<file path="config.mk">
export PLATFORM = sky130hd
export DESIGN_NAME = cpu_axil_bridge
export DESIGN_NICKNAME = d
export VERILOG_FILES = /design/src/rtl/cpu_axil_bridge.sv
export SDC_FILE = /design/constraint.sdc
export NUM_CORES = 1
export LEC_CHECK = 0
export CAP_MARGIN = 30
export CORE_AREA = 2 2 97 99
export CTS_CLUSTER_DIAMETER = 30
export DETAILED_ROUTE_END_ITERATION = 10
export DIE_AREA = 0 0 99 101
export DONT_BUFFER_PORTS = 1
export PLACE_DENSITY = 0.68
export SLEW_MARGIN = 20
export SYNTH_ARGS = -nofsm -noshare
export SYNTH_HDL_FRONTEND = slang
export SYNTH_SLANG_ARGS = --single-unit
</file>
<file path="constraint.sdc">
create_clock -name clk -period 6.1 [get_ports clk]
set_input_delay 1.22 -clock clk [delete_from_list [all_inputs] [get_ports clk]]
set_output_delay 1.22 -clock clk [all_outputs]
set_load 0.05 [all_outputs]
</file>
<file path="src/rtl/cpu_axil_bridge.sv">
// cpu_axil_bridge: Ibex data port (req/gnt/rvalid) to AXI4-lite master.
// Carries one transaction at a time. The request is captured on grant and
// the response is registered and returned as a one-cycle data_rvalid pulse.
// Optional watchdog: define CPU_AXIL_BRIDGE_TIMEOUT_EN to abort a stalled
// AXI transaction after TIMEOUT cycles with data_err=1 and data_rdata=0.
module cpu_axil_bridge #(
  parameter int unsigned DW      = 32,
  parameter int unsigned AW      = 32,
  parameter int unsigned SW      = 4,
  parameter int unsigned TIMEOUT = 255
) (
  input  logic          clk,
  input  logic          rst,
  // CPU data port
  input  logic          data_req,
  output logic          data_gnt,
  output logic          data_rvalid,
  input  logic          data_we,
  input  logic [SW-1:0] data_be,
  input  logic [AW-1:0] data_addr,
  input  logic [DW-1:0] data_wdata,
  output logic [DW-1:0] data_rdata,
  output logic          data_err,
  // AXI4-lite write address
  output logic [AW-1:0] awaddr,
  output logic          awvalid,
  input  logic          awready,
  // AXI4-lite write data
  output logic [DW-1:0] wdata,
  output logic [SW-1:0] wstrb,
  output logic          wvalid,
  input  logic          wready,
  // AXI4-lite write response
  input  logic [1:0]    bresp,
  input  logic          bvalid,
  output logic          bready,
  // AXI4-lite read address
  output logic [AW-1:0] araddr,
  output logic          arvalid,
  input  logic          arready,
  // AXI4-lite read data
  input  logic [DW-1:0] rdata,
  input  logic [1:0]    rresp,
  input  logic          rvalid,
  output logic          rready
);

  typedef enum logic [2:0] {
    S_IDLE,
    S_WR,
    S_WB,
    S_RA,
    S_RD,
    S_RESP
  } state_e;

  state_e        state_q;
  logic          awvalid_q;
  logic          wvalid_q;
  logic          bready_q;
  logic          arvalid_q;
  logic          rready_q;
  logic          rsp_valid_q;
  logic          err_q;
  logic [DW-1:0] rsp_data_q;
  logic [DW-1:0] wdata_q;
  logic [AW-1:0] awaddr_q;
  logic [AW-1:0] araddr_q;
  logic [SW-1:0] wstrb_q;

  logic          aw_done;
  logic          w_done;
  logic          busy;
  logic          abort;

  // Only the error bit of an AXI response is meaningful to the CPU.
  logic          unused_resp;
  assign unused_resp = bresp[0] ^ rresp[0];

  // Grant is combinational; at most one transaction is ever in flight.
  assign data_gnt = data_req & (state_q == S_IDLE);

  // A write channel is done once its valid has already dropped or it
  // handshakes in the current cycle.
  always_comb begin
    aw_done = !awvalid_q || awready;
    w_done  = !wvalid_q  || wready;
    busy    = (state_q == S_WR) || (state_q == S_WB) ||
              (state_q == S_RA) || (state_q == S_RD);
  end

`ifdef CPU_AXIL_BRIDGE_TIMEOUT_EN
  localparam int unsigned CW = $clog2(TIMEOUT + 1);

  logic [CW-1:0] cnt_q;

  // Watchdog cycle counter: cleared on grant, counts while waiting on AXI.
  always_ff @(posedge clk or posedge rst) begin
    if (rst) begin
      cnt_q <= '0;
    end else if (data_gnt) begin
      cnt_q <= '0;
    end else if (busy) begin
      cnt_q <= cnt_q + CW'(1);
    end
  end

  // Fires in the cycle the counter would reach TIMEOUT, so the AXI valids
  // are already low in the cycle where the count equals TIMEOUT.
  assign abort = busy && (cnt_q == CW'(TIMEOUT - 1));
`else
  logic unused_timeout;
  assign unused_timeout = ^TIMEOUT ^ busy;
  assign abort          = 1'b0;
`endif

  // Transaction FSM with registered AXI handshakes and CPU response.
  always_ff @(posedge clk or posedge rst) begin
    if (rst) begin
      state_q     <= S_IDLE;
      awvalid_q   <= 1'b0;
      wvalid_q    <= 1'b0;
      bready_q    <= 1'b0;
      arvalid_q   <= 1'b0;
      rready_q    <= 1'b0;
      rsp_valid_q <= 1'b0;
      err_q       <= 1'b0;
      rsp_data_q  <= '0;
      wdata_q     <= '0;
      awaddr_q    <= '0;
      araddr_q    <= '0;
      wstrb_q     <= '0;
    end else begin
      rsp_valid_q <= 1'b0;
      case (state_q)
        S_IDLE: begin
          if (data_req) begin
            awaddr_q <= data_addr;
            araddr_q <= data_addr;
            wdata_q  <= data_wdata;
            wstrb_q  <= data_be;
            if (data_we) begin
              awvalid_q <= 1'b1;
              wvalid_q  <= 1'b1;
              state_q   <= S_WR;
            end else begin
              arvalid_q <= 1'b1;
              state_q   <= S_RA;
            end
          end
        end
        S_WR: begin
          if (awready) awvalid_q <= 1'b0;
          if (wready)  wvalid_q  <= 1'b0;
          if (aw_done && w_done) begin
            bready_q <= 1'b1;
            state_q  <= S_WB;
          end
        end
        S_WB: begin
          if (bvalid) begin
            bready_q    <= 1'b0;
            err_q       <= bresp[1];
            rsp_data_q  <= '0;
            rsp_valid_q <= 1'b1;
            state_q     <= S_RESP;
          end
        end
        S_RA: begin
          if (arready) begin
            arvalid_q <= 1'b0;
            rready_q  <= 1'b1;
            state_q   <= S_RD;
          end
        end
        S_RD: begin
          if (rvalid) begin
            rready_q    <= 1'b0;
            err_q       <= rresp[1];
            rsp_data_q  <= rdata;
            rsp_valid_q <= 1'b1;
            state_q     <= S_RESP;
          end
        end
        S_RESP: begin
          state_q <= S_IDLE;
        end
        default: begin
          state_q <= S_IDLE;
        end
      endcase

      // Watchdog abort overrides whatever the state logic decided.
      if (abort) begin
        awvalid_q   <= 1'b0;
        wvalid_q    <= 1'b0;
        bready_q    <= 1'b0;
        arvalid_q   <= 1'b0;
        rready_q    <= 1'b0;
        err_q       <= 1'b1;
        rsp_data_q  <= '0;
        rsp_valid_q <= 1'b1;
        state_q     <= S_RESP;
      end
    end
  end

  assign data_rvalid = rsp_valid_q;
  assign data_rdata  = rsp_data_q;
  assign data_err    = err_q;
  assign awaddr      = awaddr_q;
  assign awvalid     = awvalid_q;
  assign wdata       = wdata_q;
  assign wstrb       = wstrb_q;
  assign wvalid      = wvalid_q;
  assign bready      = bready_q;
  assign araddr      = araddr_q;
  assign arvalid     = arvalid_q;
  assign rready      = rready_q;

endmodule

</file>
; ---- After elaboration in Yosys (flattened, before gate mapping)
; Index checks and enable logic that the tools add are counted.
; Widths: inputs -> output; s select.
[totals]
regBits = 110
mem_count = 0
output_inout_bits = 140
latchBits = 0
mem_bits_ro = 0
mem_bits_rw = 0
inputBits = 113
word_cells = 77
[op_classes]
order_cmp = 0
reduce_logical = 19
n_eq_ne = 13
n_bitwise = 1
mul = 0
n_mux = 32
add_sub_neg = 0
shifts = 0
div = 0
[op_table]
columns = operator, n
row1 = $mux 32, 2
row2 = $pmux 32 s2, 1
row3 = $ne 2x2->1 const B, 8
row4 = $mux 1, 15
row5 = $mux 3, 5
row6 = $pmux 3 s5, 1
row7 = $pmux 1 s2, 7
row8 = $reduce_and 4->1, 3
row9 = $reduce_bool 2->1, 5
row10 = $reduce_and 3->1, 3
row11 = $eq 3x2->1 const B, 2
row12 = $reduce_and 5->1, 1
row13 = $eq 3x1->1 const B, 1
row14 = $eq 3x3->1 const B, 1
row15 = $logic_not 3->1, 1
row16 = $logic_not 1->1, 2
row17 = $logic_or 1x1->1, 2
row18 = $mux 2, 1
row19 = $ne 2x1->1 const B, 1
row20 = $reduce_and 2->1, 1
row21 = $and 1x1->1, 1
row22 = $logic_and 1x1->1, 1

; ---- Depth between registers and ports, before layout
; Gate-level depths: netlist of run 1.
[logic_depth]
word_depth = 5
mapped_depth = 5

; ---- Worst setup path before layout of run 1
; No wires, ideal clock.
[synth_path]
kind = input-to-output
start = in data_req
end = out data_gnt
path_buffers = 2
arrival_time_ps = 2079
path_stages = 4
setup_slack_ps = 2801
required_ps = 4880
cell_sequence = or3b_4 nor2_4 buf_6 buf_8
[synth_via]
elab_chain_len = 1
[synth_lines]
columns = item, line
row1 = from (decl), 15  ; input logic data_req,
row2 = $and 1x1->1, 81  ; assign data_gnt = data_req & (state_q == S_IDLE);
row3 = to (decl), 16  ; output logic data_gnt,
; Every way passes these cells.

; ---- Final worst setup path of run 1
; Same ends and word-level chain as after synthesis.

==> results.json, run 1 <==
{
  "port-buffer-count": 0,
  "fp-row-count": 35,
  "drt_first_pass_iters": 4,
  "hold_path_class": "register to register",
  "die_w_um": 99,
  "first_iter_violations": 110,
  "area_growth_pct": 0.106,
  "overflow": 0,
  "synthTopCellsByCount": "110 x dfrtp_1, 61 x mux2_2, 40 x buf_4",
  "worst-path-buf-inv": 1,
  "dpl.cell_count": 434,
  "fin_setup_tns_ns": 0,
  "crit_path_max_incr_delay_ns": 0.43,
  "reg2reg_from": "state_q[1]",
  "io-pin-count": 253,
  "insertion_delay_ns": 0.35,
  "cts_root_buffer": "clkbuf_8",
  "slew_headroom_pct": 37.0,
  "nets": 447,
  "stdcell_count": 450,
  "clockBufferDepth": 2,
  "diodes": 0,
  "syn_inst": 367,
  "die_h_um": 101,
  "grt_pass1_vias": 2594,
  "vias": 2476,
  "cts_htree_levels": 3,
  "worst_pin_slew_ns": 0.946,
  "ys_ff_latch": 110,
  "ctsResizeCount": 0,
  "gp_congestion": 0.729,
  "fmax_ghz": 0.296,
  "initial_core_util_pct": 52.7,
  "dp_hpwl_um": 6450,
  "cp_slowest_cell": "buf_4",
  "regToRegEndpoint": "araddr[29]",
  "synth_flop_cell": "dfrtp_1",
  "grt_max_degree": 70,
  "hold_buffers": 0,
  "worstSetupPathType": "primary input to primary output",
  "critical-path-top-delay-family": "simple AND/OR/NAND/NOR gates",
  "syn_area_mm2": 0.00473,
  "cts_tree": "built",
  "whs_ns": 0.748,
  "period_needed_ns": 3.38,
  "hp-start": "state_q[2]",
  "crit_arrival_ns": 2.16,
  "period_share_pct": 55.4,
  "required_ns": 4.88,
  "synth.area.top_cells": "dfrtp_1 58%, mux2_2 15%, mux2i_1 6.8%",
  "post-route-util_pct": 52.8,
  "slew_viol_final": 0,
  "drive_gt1_share_pct": 25.1,
  "yosysMostFrequentCell": "dfrtp_1",
  "cts.reportedPaths.clkPinSlew_ns": 0.09,
  "gr-usage-all-layers_pct": 17.2,
  "dieArea_mm2": 0.0100,
  "crit_chain": "or3b_4 > nor2_4 > buf_4",
  "numCtsBuffers": 9,
  "ys_types": 31,
  "wl_per_cell_um": 19.7,
  "synth.top_cell.area_share_pct": 58.2,
  "yosysWarningCount": 0,
  "core_mm2": 0.00898,
  "clock_sinks": 110,
  "fin_skew_ns": 0.0143,
  "wl_um": 8840,
  "synth_edf_count": 0,
  "avgSynthCellArea_um2": 12.9,
  "hold_end": "state_q[2]",
  "maxCapViolCount": 0,
  "post_cts_buffers": 0,
  "ff2ff_path_depth": 4,
  "antenna_found_initial": 0,
  "yosys.area.top_type": "dfrtp_1",
  "grt_pass1_wl_um": 13400,
  "synth-seq-area-share_pct": 58.2,
  "status": "finished clean",
  "cp_max_fo": 29,
  "worstHoldPathCells": 1,
  "reg2reg_slack_ns": 4.01,
  "start_kind": "primary input",
  "viasPerCell": 5.50,
  "rsz0062_at_grt": "no",
  "ant_nets": 0,
  "synth_nets": 480,
  "drcViolationCount": 0,
  "cp-end-kind": "primary output",
  "async_flop_share_pct": 100,
  "hold_violations": 0,
  "setup_viol": 0
}
## worst register-to-register path: stages (launching register included)
cell     delay (ns)
dfrtp_1        0.56
or3b_4         0.48
nor2_4         0.10
buf_4          0.43
mux2_2         0.41
## cells in the final DEF (no fill, tap or decap), types with 2 or more instances in the layout
master      synthesis  final
dfrtp_1           110    110
a31oi_1             2      2
clkinvlp_4          0      2
inv_1              38     37
mux2i_1            32     32
buf_4              40      5
o21ai_0             5      5
clkbuf_8            0      9
mux2_2             61     61
nand2b_1            3      3
nand3b_1            2      2
clkbuf_1            5      3
o31ai_1             5      5
a21oi_1             2      2
mux2_1              9      9
nand2_1            35     35
## through the flow
| stage | setup slack (ns) | cell area (µm²) |
|---|---|---|
| 5_1_grt | 2.68 | 4740 |
| 4_1_cts | 2.71 | 4740 |
| 3_5_place_dp | 2.72 | 4570 |
| 3_3_place_gp | 2.73 | 4570 |
| 2_1_floorplan | 1.98 | 4730 |
| 6_report | 2.72 | 4740 |
## routing by layer
metal | track usage (%) | share of wire, % | vias up
met4 | 4.85 | 1.6 | 0
met1 | 20.6 | 38 | 1212
met3 | 6.31 | 8.5 | 15
met2 | 29.3 | 52 | 137
met5 | 0 | 0 | -
li1 | - | - | 1112
## sequential cells by signal, summed over array words and instances, names as in the netlist, 3 cells and up
name and flops:
araddr 32, data_rdata 32, state_q 3, wdata 32, wstrb 4
## logic make-up (layout without fill, tap and decap cells)
kind of cell           count (synthesis)  in the layout  synth area share (%)
AO/OA/AOI/OAI                         21             21                  3.15
AND/OR/NAND/NOR                       47             47                  4.71
buffers and inverters                 87             59                  10.5
flip-flops                           110            110                  58.2
multiplexers                         102            102                  23.4
## area by class of cell
cell class	count	area (µm²)
fillers	754	4240
clock buffers	12	135
flip-flops and latches	110	2750
well taps	111	139
repair buffers	5	37.5
clock inverters	4	32.5
inverters	38	145
multi-input cells	170	1490
## worst max path at each step
stage,slack [ns],start,to,cells after the start
2_1_floorplan,1.98,rst,araddr[0],1
3_3_place_gp,2.73,data_req,data_gnt,3
3_5_place_dp,2.72,data_req,data_gnt,3
4_1_cts,2.71,data_req,data_gnt,3
5_1_grt,2.68,data_req,data_gnt,3
6_report,2.72,data_req,data_gnt,3
Power of run 1 is not shown: default switching activity piles up to over one toggle a cycle in this logic, so the estimate is an artifact.
==> run 2: changes to the inputs <==
CORE_AREA = 2 2 98 100   (was 2 2 97 99)
DIE_AREA = 0 0 100 102   (was 0 0 99 101)
PLACE_DENSITY = 0.67   (was 0.68)
clock period = 3.4 ns   (was 6.1 ns; I/O delays follow)
==> run 2 against run 1 <==
  * Core utilization shrank 0.54 points
  * Critical path depth unchanged
  * Via count increased by 0.65%
  * Routed wire length grew 2.5%
  * Highest routed layer unchanged
==> results.json, run 2 (synthesis results as in run 1) <==
{
  "status": "finished clean",
  "layout_common_cells": "110 x dfrtp_1, 61 x mux2_2, 37 x inv_1",
  "reg2reg_slack_ns": 1.16,
  "slew_viol_final": 0,
  "vias": 2492,
  "crit_end": "data_gnt",
  "core_mm2": 0.00911,
  "wl_per_cell_um": 20.2,
  "antenna_found_initial": 0,
  "cp_max_fo": 24,
  "required_ns": 2.72,
  "drt_first_pass_iters": 4,
  "hold_path_class": "primary input to async pin",
  "numCtsBuffers": 9,
  "slew_headroom_pct": 36.5,
  "maxCapViolCount": 0,
  "nFillCells": 781,
  "crit_arrival_ns": 1.91,
  "clockBufferDepth": 2,
  "first_iter_violations": 56,
  "clock_sinks": 110,
  "drcViolationCount": 0,
  "ctsResizeCount": 0,
  "start_kind": "register",
  "cts_root_buffer": "clkbuf_8",
  "startpoint": "state_q[1]",
  "ff2ff_path_depth": 4,
  "die_w_um": 100,
  "multi_input_area_mm2": 0.00149,
  "setup_viol": 0,
  "period_share_pct": 76.2,
  "worst_pin_slew_ns": 0.953,
  "insertion_delay_ns": 0.35,
  "ff_latch_area_mm2": 0.00275,
  "grt_pass1_vias": 2503,
  "gp_congestion": 0.714,
  "io-pin-count": 253,
  "nets": 447,
  "gr-usage-all-layers_pct": 16.7,
  "rsz0062_at_grt": "no",
  "wl_um": 9060,
  "fmax_ghz": 0.386,
  "diodes": 0,
  "initial_core_util_pct": 51.9,
  "reg2reg_from": "state_q[1]",
  "port-buffer-count": 0,
  "regToRegEndpoint": "data_rdata[19]",
  "hold_violations": 0,
  "post_cts_buffers": 0,
  "cts_tree": "built",
  "worstSetupPathType": "register to primary output",
  "die_h_um": 102,
  "area_growth_pct": 0.529,
  "grt_pass1_wl_um": 13100,
  "hold_buffers": 0,
  "mostFrequentLayoutCell": "dfrtp_1",
  "period_needed_ns": 2.59,
  "dp_hpwl_um": 6510,
  "grt_max_degree": 82,
  "fin_setup_tns_ns": 0,
  "fin_skew_ns": 0.0109,
  "dieArea_mm2": 0.0102,
  "cts.reportedPaths.clkPinSlew_ns": 0.10,
  "cp-end-kind": "primary output",
  "fp-row-count": 35,
  "cts_htree_levels": 3,
  "drive_gt1_share_pct": 25.4,
  "viasPerCell": 5.55,
  "ant_nets": 0,
  "overflow": 0
}
==> run 2: worst min path at each step <==
| stage | startpoint | to | cells after the start |
|---|---|---|---|
| 2_1_floorplan | state_q[2] | arvalid | 2 |
| 3_3_place_gp | rst | wdata[11] | 1 |
| 3_5_place_dp | rst | wdata[11] | 1 |
| 4_1_cts | rst | wdata[6] | 1 |
| 5_1_grt | rst | wdata[6] | 1 |
| 6_report | rst | wdata[7] | 1 |
==> run 2: cell type report <==
| type | count | share of cell area [%] |
|---|---|---|
| inverter | 38 | 3.08 |
| sequential | 110 | 57.9 |
| tap | 111 | 2.92 |
| clock buffer | 11 | 2.97 |
| clock inverter | 4 | 0.684 |
| multi-input combinational | 170 | 31.4 |
| timing repair buffer | 5 | 1.05 |
==> run 2: layer usage <==
metal / GRT usage [%] / vias to the layer above / share of wire (%)
met1: 19.1 / 1240 / 37
met2: 29.3 / 125 / 53
li1: - / 1110 / -
met5: 0 / - / 0
met3: 6.36 / 17 / 8.4
met4: 5.16 / 0 / 2.0
==> run 2: stage by stage <==
stage          utilization [%]  std cells  setup WS (ns)  area (µm²)  hold WS [ns]
2_1_floorplan                -        367           1.18        4730         0.613
3_3_place_gp              50.3        434           1.14        4580         0.658
3_5_place_dp              50.3        434           1.14        4580         0.667
4_1_cts                   52.2        449          0.780        4760         0.266
5_1_grt                   52.2        449          0.676        4760         0.270
6_report                  52.2        449          0.811        4760         0.266
==> run 2: worst max-delay path, stage by stage, from the launching register on <==
cell     delay (ns)
dfrtp_1        0.57
or3b_4         0.48
nor2_4         0.09
buf_4          0.39
Power of run 2 is left out for the same reason.
